===== config.mk =====
export PLATFORM = sky130hd
export DESIGN_NAME = square_core
export DESIGN_NICKNAME = d
export VERILOG_FILES = /design/src/rtl/square_core.sv
export SDC_FILE = /design/constraint.sdc
export NUM_CORES = 1
export LEC_CHECK = 0
export ABC_AREA = 1
export BUFFER_PORTS_ARGS = -buffer_cell sky130_fd_sc_hd__buf_2
export CAP_MARGIN = 10
export CORE_ASPECT_RATIO = 1.2
export CORE_UTILIZATION = 35
export CTS_CLUSTER_DIAMETER = 120
export DETAILED_ROUTE_END_ITERATION = 7
export PLACE_DENSITY = 0.55
export SYNTH_ARGS = -nofsm -noshare
export SYNTH_HDL_FRONTEND = slang
export SYNTH_SLANG_ARGS = --single-unit

===== constraint.sdc =====
create_clock -name clk -period 5.21 [get_ports clk]
set_clock_uncertainty 0.2 [all_clocks]
set_input_delay 1.563 -clock clk [delete_from_list [all_inputs] [get_ports clk]]
set_output_delay 1.563 -clock clk [all_outputs]
set_load 0.03 [all_outputs]

===== src/rtl/square_core.sv =====
// Shift-add squarer datapath: load captures the root, each step consumes one
// multiplier bit, last flags the final step of a fixed ROOT_W-step run.
module square_core #(
    parameter  int ROOT_W = 10,
    localparam int ACC_W  = 2*ROOT_W + 2,
    localparam int CNT_W  = $clog2(ROOT_W + 1)
) (
    input  logic              clk,
    input  logic              rst_n,
    input  logic              load,
    input  logic              step,
    input  logic [ROOT_W-1:0] rootIn,
    output logic [ACC_W-1:0]  acc,
    output logic              last
);

    logic [ACC_W-1:0]  accR;
    logic [ACC_W-1:0]  mcandR;
    logic [ROOT_W-1:0] mplierR;
    logic [CNT_W-1:0]  cntR;

    // Load the operands or advance the shift-add by one multiplier bit.
    always_ff @(posedge clk) begin
        if (!rst_n) begin
            accR    <= '0;
            mcandR  <= '0;
            mplierR <= '0;
            cntR    <= '0;
        end else if (load) begin
            accR    <= '0;
            mcandR  <= {{(ACC_W-ROOT_W){1'b0}}, rootIn};
            mplierR <= rootIn;
            cntR    <= '0;
        end else if (step) begin
            if (mplierR[0]) begin
                accR <= accR + mcandR;
            end
            mcandR  <= mcandR << 1;
            mplierR <= mplierR >> 1;
            cntR    <= cntR + CNT_W'(1);
        end
    end

    // The step taken while the counter reads ROOT_W-1 is the last one.
    always_comb begin
        last = (cntR == CNT_W'(ROOT_W - 1));
    end

    assign acc = accR;

endmodule


==> flow_metrics.py, run 1 <==
metrics = {
    "outcome": {
        "outcome": "finished with violations",
        "violations": "design-rule violations",
    },
    "global_route": {
        "grt_pass1_vias": 3434,
        "busiest_layer": "met2",
        "grt_pass1_wl_um": 15960,
        "met3_usage_pct": 4.038,
        "antenna_found_initial": 0,
        "grt_max_degree": 31,
        "grt-ovfl-total": 0,
        "grt_util_met1_pct": 19.89,
        "use_met2_pct": 34.00,
        "grt.total_usage_pct": 17.93,
    },
    "worst_setup_path": {
        "worstPathMaxFanout": 23,
        "cpPeakStageDelay_ns": 0.36,
        "critical_path.slowest_cell": "clkinv_1",
        "start_kind": "input port",
        "crit_required_ns": 5.24,
        "r2r_cells": 13,
        "worstPathArrival_ns": 3.13,
        "path_class": "in -> reg",
        "crit_chain": "buf_2 > nand2_2 > clkinv_1 > buf_4 > o21ai_0 > o21bai_1 > inv_1",
        "end_kind": "flop",
    },
    "placement": {
        "gp_congestion": 0.8703,
        "place_ws_ns": 1.778,
        "placedCellCount": 768,
        "port_buffers": 36,
        "place_area_um2": 4120,
        "hpwl_um": 7548,
    },
    "drt": {
        "drcViolationCount": 2,
        "drt_pre_antenna_iters": 6,
        "totalWireLength_um": 9561,
        "wire_per_inst_um": 12.21,
        "viasPerCell": 4.681,
        "num_vias": 3665,
        "ant_nets": 0,
        "drt_first_iter_violations": 157,
    },
    "synthesis": {
        "synth_top_cell_area_share_pct": 30.20,
        "synthArstFlopShare_pct": 0,
        "netlist_instances": 615,
        "yosys_warnings": 0,
        "synth_nets": 653,
        "synth_area_leader_cell": "dfxtp_1",
        "synth_edf_count": 0,
        "synth.most_common_cell": "nand2_1",
        "ys_seq_area_share_pct": 30.20,
        "synthTopCellsByCount": "nand2_1 (186), inv_1 (115), nor2_1 (70), dfxtp_1 (58), nand3_1 (29)",
        "synthDistinctLibCells": 37,
        "synth_area_um2": 3845,
        "avgSynthCellArea_um2": 6.252,
        "synth-seq-cells": 58,
        "yosys_most_used_dff": "dfxtp_1",
        "ys_top_cells_by_area": "dfxtp_1 (30%), nand2_1 (18%), inv_1 (11%)",
    },
    "pwr": {
        "p_per_area_nw_per_um2": 259.2,
        "seq_power_share_pct": 40.9,
        "leakage_nw": 2.394,
        "combPwrFrac_pct": 8.8,
        "switchingPower_mw": 0.2865,
        "swShare_pct": 25.10,
        "cell_internal_pwr_mw": 0.8551,
        "ir_worst_vdd_mv": 0.1479,
        "p_clk_share_pct": 50.3,
    },
    "final_layout": {
        "areaGrowthSynthToFinish_pct": 14.55,
        "fin_cells": 783,
        "drive_gt1_share_pct": 12.69,
        "antennaDiodeCount": 0,
        "design_area_um2": 4404,
        "final_util_pct": 41.48,
        "nets": 688,
    },
    "clocking": {
        "cts_max_path_buffers": 2,
        "cts_tree": "yes",
        "htreeDepth": 3,
        "clk_latency_ns": 0.33,
        "postCtsHoldBufs": 0,
        "cts_resized": 0,
        "post_cts_buffers": 0,
        "cts.clk_slew.worst_paths_ns": 0.05,
        "cts_buffers": 9,
        "numClockSinks": 58,
        "cts_root_buf": "clkbuf_16",
    },
    "die": {
        "io_pins": 37,
        "start_util_pct": 36.21,
        "dieHeight_um": 116.8,
        "rows": 41,
        "core-area_um2": 10620,
        "die-area_um2": 11410,
        "die_w_um": 97.68,
    },
    "timing": {
        "fin_ws_ns": 2.106,
        "fmax_ghz": 0.3221,
        "finalCritPeriodShare_pct": 59.58,
        "slew-limit-headroom_pct": 62.96,
        "post-route-min-period_ns": 3.104,
        "setup_tns_ns": 0,
        "final_max_slew_viol_count": 0,
        "rsz0062_at_grt": "false",
        "tightest_slew_ns": 0.5548,
        "hold_viol": 0,
        "setup_violations": 0,
    },
    "run": {
        "maxCapViolCount": 0,
    },
    "hold_path": {
        "hp-class": "reg -> reg",
        "hold_depth": 1,
    },
}
==> cell families (layout without fill, tap and decap cells) <==
family,after synthesis,after routing,share of synthesized area (%)
fa+ha+maj,24,24,8.005
flops,58,58,30.20
simple gates,312,312,33.91
xor+xnor,9,9,2.050
compound gates,76,76,11.91
buf+inv,136,175,13.93
==> area by class of cell <==
type                            instances  area, µm²
Fill cell                            1144       6215
Multi-Input combinational cell        421       2148
Sequential cell                        58       1161
Inverter                              123      461.7
Clock buffer                            9      225.2
Timing Repair Buffer                   37      187.7
Tap cell                              129      161.4
Clock inverter                          6      58.81
==> state kept, by name, indices dropped and copies added (netlist names) <==
register	cells
acc	22
cntR	4
mcandR	22
mplierR	10
==> power by group through the flow <==
stage	combinational (mW)	sequential, mW	clock, mW
after floorplan	0.0713	0.480	0
after global placement	0.0997	0.477	0
after detailed placement	0.101	0.477	0
after CTS	0.102	0.467	0.590
after global routing	0.113	0.468	0.609
final	0.101	0.467	0.574
==> critical path: cells and delay by family <==
kind	cells	cell delay [ns]
buffers and inverters	4	1.00
AND/OR/NAND/NOR	1	0.23
AO/OA/AOI/OAI	2	0.31
==> cell usage in the layout (no fill, tap or decap), types with 4 or more instances in the layout <==
cell type | synthesis | layout
inv_2 | 7 | 7
buf_2 | 7 | 36
clkinv_2 | 0 | 4
ha_1 | 23 | 23
clkbuf_16 | 0 | 9
o221ai_1 | 5 | 5
dfxtp_1 | 58 | 58
nor3_1 | 5 | 5
xor2_1 | 6 | 6
nand2_2 | 7 | 7
nor2_2 | 5 | 5
a21oi_1 | 27 | 27
nor2_1 | 70 | 70
nand2_1 | 186 | 186
o21ai_0 | 25 | 25
nand3_1 | 29 | 29
inv_1 | 115 | 115
==> layer usage <==
layer	vias to the layer above	wire, µm
met3	15	419
li1	1965	-
met2	72	4893
met4	0	163
met5	-	0
met1	1613	4085
==> path summary, 6_finish.rpt <==
kind | from | endpoint | slack (ns)
worst min-delay path | cntR[3] | cntR[3] | 0.26
worst min register to register | cntR[3] | cntR[3] | 0.26
worst max register to register | mcandR[0] | acc[16] | 2.83
worst max-delay path | step | acc[16] | 2.11
==> through the flow <==
stage | hold WS (ns) | total power, mW
after floorplan | 0.2216 | 0.5509
after global placement | 0.2360 | 0.5762
after detailed placement | 0.2438 | 0.5776
after CTS | 0.2549 | 1.159
after global routing | 0.2736 | 1.191
final | 0.2585 | 1.142
No activity file was read; power rests on OpenSTA's default activity.
==> inputs of run 2 (changes only) <==
--- a/config.mk
+++ b/config.mk
@@ -5,14 +5,14 @@
 export SDC_FILE = /design/constraint.sdc
 export NUM_CORES = 1
 export LEC_CHECK = 0
-export ABC_AREA = 1
+export ABC_AREA = 0
 export BUFFER_PORTS_ARGS = -buffer_cell sky130_fd_sc_hd__buf_2
 export CAP_MARGIN = 10
 export CORE_ASPECT_RATIO = 1.2
 export CORE_UTILIZATION = 35
 export CTS_CLUSTER_DIAMETER = 120
 export DETAILED_ROUTE_END_ITERATION = 7
-export PLACE_DENSITY = 0.55
+export PLACE_DENSITY = 0.57
 export SYNTH_ARGS = -nofsm -noshare
 export SYNTH_HDL_FRONTEND = slang
 export SYNTH_SLANG_ARGS = --single-unit
==> constraint.sdc (replaced) <==
create_clock -name clk -period 2.5 [get_ports clk]
set_clock_uncertainty 0.2 [all_clocks]
set_input_delay 0.75 -clock clk [delete_from_list [all_inputs] [get_ports clk]]
set_output_delay 0.75 -clock clk [all_outputs]
set_load 0.03 [all_outputs]
==> flow_metrics.py, run 2 <==
metrics = {
    "outcome": {
        "outcome": "complete, no violations",
    },
    "timing": {
        "holdWs_ns": 0.2729,
        "setup_tns_ns": 0,
        "final_max_slew_viol_count": 0,
        "hold_viol": 0,
        "tightest_slew_ns": 0.4120,
        "slew-limit-headroom_pct": 72.51,
        "fmax_ghz": 0.4210,
        "setup_violations": 0,
        "post-route-min-period_ns": 2.375,
        "rsz0062_at_grt": "true",
        "finalCritPeriodShare_pct": 95.01,
    },
    "global_route": {
        "grt.total_usage_pct": 17.62,
        "busiest_layer": "met2",
        "antenna_found_initial": 0,
        "met3_usage_pct": 4.357,
        "grt-ovfl-total": 0,
        "grt_pass1_vias": 2950,
        "use_met2_pct": 31.26,
        "grt_pass1_wl_um": 13880,
        "grt_max_degree": 28,
        "grt_util_met1_pct": 20.60,
    },
    "synthesis": {
        "synth_nets": 438,
        "yosys_most_used_dff": "dfxtp_1",
        "synthTopCellsByCount": "dfxtp_1 (58), a21oi_1 (45), nand2_1 (45), nor2_1 (33), mux2i_1 (30)",
        "synth_compound_area_share_pct": 18.54,
        "synth_area_um2": 3388,
        "synth.most_common_cell": "dfxtp_1",
        "synth_edf_count": 0,
        "synth_xor_area_share_pct": 3.877,
        "ys_seq_area_share_pct": 34.27,
        "netlist_instances": 400,
        "synthDistinctLibCells": 61,
        "synth_top_cell_area_share_pct": 34.27,
        "synthArstFlopShare_pct": 0,
        "synth_area_leader_cell": "dfxtp_1",
        "synth_top_family_by_area": "simple AND/OR/NAND/NOR gates",
        "yosys_warnings": 0,
        "avgSynthCellArea_um2": 8.471,
        "ys_top_cells_by_area": "dfxtp_1 (34%), mux2i_1 (8.9%), ha_1 (8.5%)",
        "synth-seq-cells": 58,
        "synthMuxAreaShare_pct": 8.863,
        "yosys.area_share.adder_pct": 9.084,
        "yosys.area_share.simple_pct": 20.20,
    },
    "worst_setup_path": {
        "path_class": "reg -> reg",
        "worstPathMaxFanout": 4,
        "worstPathArrival_ns": 2.41,
        "start_kind": "flop",
        "crit_required_ns": 2.53,
        "end_kind": "flop",
    },
    "final_layout": {
        "antennaDiodeCount": 0,
        "areaGrowthSynthToFinish_pct": 14.96,
        "layout_commonest_cell": "dfxtp_1",
        "fin_cells": 562,
        "fillers": 953,
        "final_util_pct": 42.23,
        "drive_gt1_share_pct": 19.46,
        "nets": 475,
        "mostFrequentLayoutCells": "dfxtp_1 (56), nand2_1 (45), a21oi_1 (45)",
    },
    "drt": {
        "num_vias": 2948,
        "totalWireLength_um": 8163,
        "drcViolationCount": 0,
        "wire_per_inst_um": 14.52,
        "drt_first_iter_violations": 88,
        "drt_pre_antenna_iters": 4,
        "ant_nets": 0,
        "viasPerCell": 5.246,
    },
    "clocking": {
        "cts_root_buf": "clkbuf_8",
        "numClockSinks": 58,
        "cts_buffers": 9,
        "clk_latency_ns": 0.35,
        "htreeDepth": 3,
        "cts_tree": "yes",
        "cts_max_path_buffers": 2,
        "cts.clk_slew.worst_paths_ns": 0.07,
        "postCtsHoldBufs": 0,
    },
    "die": {
        "io_pins": 37,
        "die_w_um": 91.82,
        "start_util_pct": 36.73,
        "rows": 38,
        "core-area_um2": 9224,
        "die-area_um2": 10080,
        "dieHeight_um": 109.8,
    },
    "pwr": {
        "p_total_mw": 2.039,
        "ir_worst_vdd_mv": 0.3441,
        "leakage_nw": 1.676,
        "p_per_area_nw_per_um2": 523.6,
    },
    "placement": {
        "hpwl_um": 5968,
        "port_buffers": 36,
        "gp_congestion": 0.8581,
        "placedCellCount": 544,
    },
    "hold_path": {
        "hp-class": "reg -> reg",
    },
    "run": {
        "maxCapViolCount": 0,
    },
}
[run 2: changes by cell type after synthesis, moves of 7 or more]
cell and change:
clkbuf_1 +7, inv_2 -7, nand2_1 -141, inv_1 -106, a21oi_1 +18, nor2_1 -37
mux2i_1 +30, nand3_1 -16
[run 2: kinds of logic (layout without fill, tap and decap cells)]
family          count (synthesis)  count (layout)
simple gates                  136             136
compound gates                106             106
flops                          58              58
buf+inv                        31              73
mux                            30              30
fa+ha+maj                      24              24
xor+xnor                       15              15
[run 2: layer usage]
metal,part of all wire (%),up-vias
met5,0,-
met4,1.5,0
met3,3.5,12
met2,48,59
met1,47,1376
li1,-,1501
[run 2: metrics by stage]
step,setup WS (ns),area [µm²]
2_1_floorplan,0.05083,3390
3_3_place_gp,0.1009,3650
3_5_place_dp,0.03460,3650
4_1_cts,0.01481,3852
5_1_grt,-0.02650,3895
6_report,0.1248,3895
[run 2: report_power, final]
group / internal, mW / total [mW] / switching, mW
sequential: 0.950 / 0.971 / 0.0205
clock: 0.466 / 0.897 / 0.431
combinational: 0.0699 / 0.172 / 0.102
total: 1.49 / 2.04 / 0.553
[run 2: cell type report]
cell class	instances	area, µm²	area share (%)
Sequential cell	58	1164	29.87
Clock buffer	9	123.9	3.180
Clock inverter	7	78.83	2.024
Inverter	10	37.54	0.9637
Tap cell	120	150.1	3.855
Multi-Input combinational cell	311	2078	53.36
Timing Repair Buffer	47	262.8	6.746
[run 2: what timing repair did]
| action | CTS | global route |
|---|---|---|
| gates resized for setup | 0 | 9 |
| buffers inserted | 0 | 2 |
| setup endpoints to repair | 0 | 5 |
[run 2: final timing paths]
path,from,to,slack (ns),depth (start not counted)
worst max-delay path,acc[0],acc[20],0.12,10
worst min-delay path,acc[0],acc[0],0.27,2
worst max register to register,acc[0],acc[20],0.12,10
worst min register to register,acc[0],acc[0],0.27,2
[run 2: worst max-delay path: stages (launching register included)]
cell	delay (ns)
dfxtp_2	0.34
ha_2	0.17
inv_1	0.05
fa_2	0.36
nor2b_4	0.14
o211ai_1	0.14
a21oi_2	0.29
nor3_4	0.10
o21ai_2	0.14
nor4b_1	0.06
a211o_1	0.26
==> inputs of run 3 (changes only) <==
--- a/config.mk
+++ b/config.mk
@@ -5,7 +5,7 @@
 export SDC_FILE = /design/constraint.sdc
 export NUM_CORES = 1
 export LEC_CHECK = 0
-export ABC_AREA = 0
+export ABC_AREA = 1
 export BUFFER_PORTS_ARGS = -buffer_cell sky130_fd_sc_hd__buf_2
 export CAP_MARGIN = 10
 export CORE_ASPECT_RATIO = 1.2
==> flow_metrics.py, run 3 (synthesis results as in run 1) <==
metrics = {
    "timing": {
        "final_max_slew_viol_count": 0,
        "finalCritPeriodShare_pct": 87.91,
        "slew-limit-headroom_pct": 61.91,
        "tightest_slew_ns": 0.5705,
        "fmax_ghz": 0.4550,
        "rsz0062_at_grt": "false",
        "setup_tns_ns": 0,
        "setup_violations": 0,
        "post-route-min-period_ns": 2.198,
        "hold_viol": 0,
    },
    "placement": {
        "placedCellCount": 772,
        "gp_congestion": 0.8451,
        "port_buffers": 36,
        "place_area_um2": 4150,
        "hpwl_um": 7393,
    },
    "global_route": {
        "antenna_found_initial": 0,
        "grt_pass1_vias": 3459,
        "grt-ovfl-total": 0,
        "grt_max_degree": 31,
        "grt_pass1_wl_um": 16090,
        "grt.total_usage_pct": 17.79,
    },
    "die": {
        "rows": 41,
        "dieHeight_um": 116.8,
        "die_w_um": 97.68,
        "core-area_um2": 10620,
        "start_util_pct": 36.21,
        "die-area_um2": 11410,
        "io_pins": 37,
    },
    "clocking": {
        "cts_max_path_buffers": 2,
        "cts_root_buf": "clkbuf_16",
        "htreeDepth": 3,
        "cts_tree": "yes",
        "clk_latency_ns": 0.33,
        "post_cts_buffers": 0,
        "cts_buffers": 9,
        "cts.clk_slew.worst_paths_ns": 0.05,
        "numClockSinks": 58,
        "cts_resized": 0,
        "postCtsHoldBufs": 0,
    },
    "final_layout": {
        "nets": 692,
        "mostFrequentLayoutCells": "nand2_1 (186), inv_1 (115), nor2_1 (70)",
        "design_area_um2": 4504,
        "areaGrowthSynthToFinish_pct": 17.15,
        "fillers": 1146,
        "drive_gt1_share_pct": 13.20,
        "fin_cells": 788,
        "layout_commonest_cell": "nand2_1",
        "antennaDiodeCount": 0,
    },
    "drt": {
        "viasPerCell": 4.685,
        "totalWireLength_um": 9543,
        "ant_nets": 0,
        "wire_per_inst_um": 12.11,
        "num_vias": 3692,
        "drt_pre_antenna_iters": 6,
        "drcViolationCount": 2,
        "drt_first_iter_violations": 115,
    },
    "outcome": {
        "outcome": "finished with violations",
        "violations": "design-rule violations",
    },
    "pwr": {
        "switchingPower_mw": 0.6024,
        "seq_power_share_pct": 36.6,
        "swShare_pct": 22.67,
        "leakage_nw": 2.439,
        "p_per_area_nw_per_um2": 590.0,
        "ir_worst_vdd_mv": 0.3351,
        "p_total_mw": 2.657,
        "combPwrFrac_pct": 8.1,
        "p_clk_share_pct": 55.3,
        "cell_internal_pwr_mw": 2.055,
    },
    "worst_setup_path": {
        "worstPathMaxFanout": 3,
        "start_kind": "flop",
        "crit_required_ns": 2.52,
        "worstPathArrival_ns": 2.21,
        "end_kind": "flop",
        "path_class": "reg -> reg",
    },
    "hold_path": {
        "hp-class": "reg -> reg",
    },
    "run": {
        "maxCapViolCount": 0,
    },
}
[run 3: cell count changes in the layout (fill, tap and decap cells not counted), sizes merged, moves of 6 or more]
cell,previous run,this run
buf,47,41
inv,10,122
xnor2,9,3
nand2,46,193
nand3,14,31
nor2,35,78
mux2i,30,0
a21oi,49,30
[run 3: power by group through the flow]
stage          Sequential [mW]  Combinational, mW  Clock [mW]
2_1_floorplan             1.00              0.149           0
3_3_place_gp             0.993              0.215           0
3_5_place_dp             0.993              0.217           0
4_1_cts                  0.974              0.218        1.50
5_1_grt                  0.976              0.243        1.54
6_report                 0.973              0.216        1.47
[run 3: layout make-up]
cell class	count	area (µm²)	area share (%)
clock inverter	4	97.59	2.167
sequential	58	1161	25.78
clock buffer	12	256.5	5.694
multi-input combinational	421	2148	47.69
inverter	123	461.7	10.25
tap	129	161.4	3.583
timing repair buffer	41	217.7	4.833
[run 3: worst paths after layout]
check | slack [ns] | startpoint | to | cells after the start
min | 0.25 | cntR[3] | cntR[3] | 1
min reg2reg | 0.25 | cntR[3] | cntR[3] | 1
max reg2reg | 0.30 | mcandR[0] | acc[16] | 13
max | 0.30 | mcandR[0] | acc[16] | 13
[run 3: layer usage]
metal  routed length (µm)  vias up  global-route usage, %
met1                 4232     1658                  20.10
li1                     -     1968                      -
met2                 4959       62                  33.81
met4                   70        0                  5.657
met3                  281        4                  3.504
met5                    0        -                      0
[run 3: per-stage QoR]
stage	hold WS, ns	setup slack [ns]	util [%]
after floorplan	0.2216	0.2714	-
after global placement	0.2386	0.3573	39.08
after detailed placement	0.2433	0.3094	39.08
after CTS	0.2519	0.3060	42.42
after global routing	0.2614	0.1324	42.42
final	0.2503	0.3023	42.42
[run 3: critical path, cell delays in order, from the launching register on]
cell and delay [ns]:
dfxtp_1 0.36, ha_1 0.20, inv_1 0.06, fa_1 0.42, inv_1 0.10, nand3_1 0.06
nand3_1 0.15, nand2_1 0.07, nand2_1 0.11, nand2_1 0.06, nand2_1 0.08, nor2_1 0.04
o21bai_1 0.13, inv_1 0.05
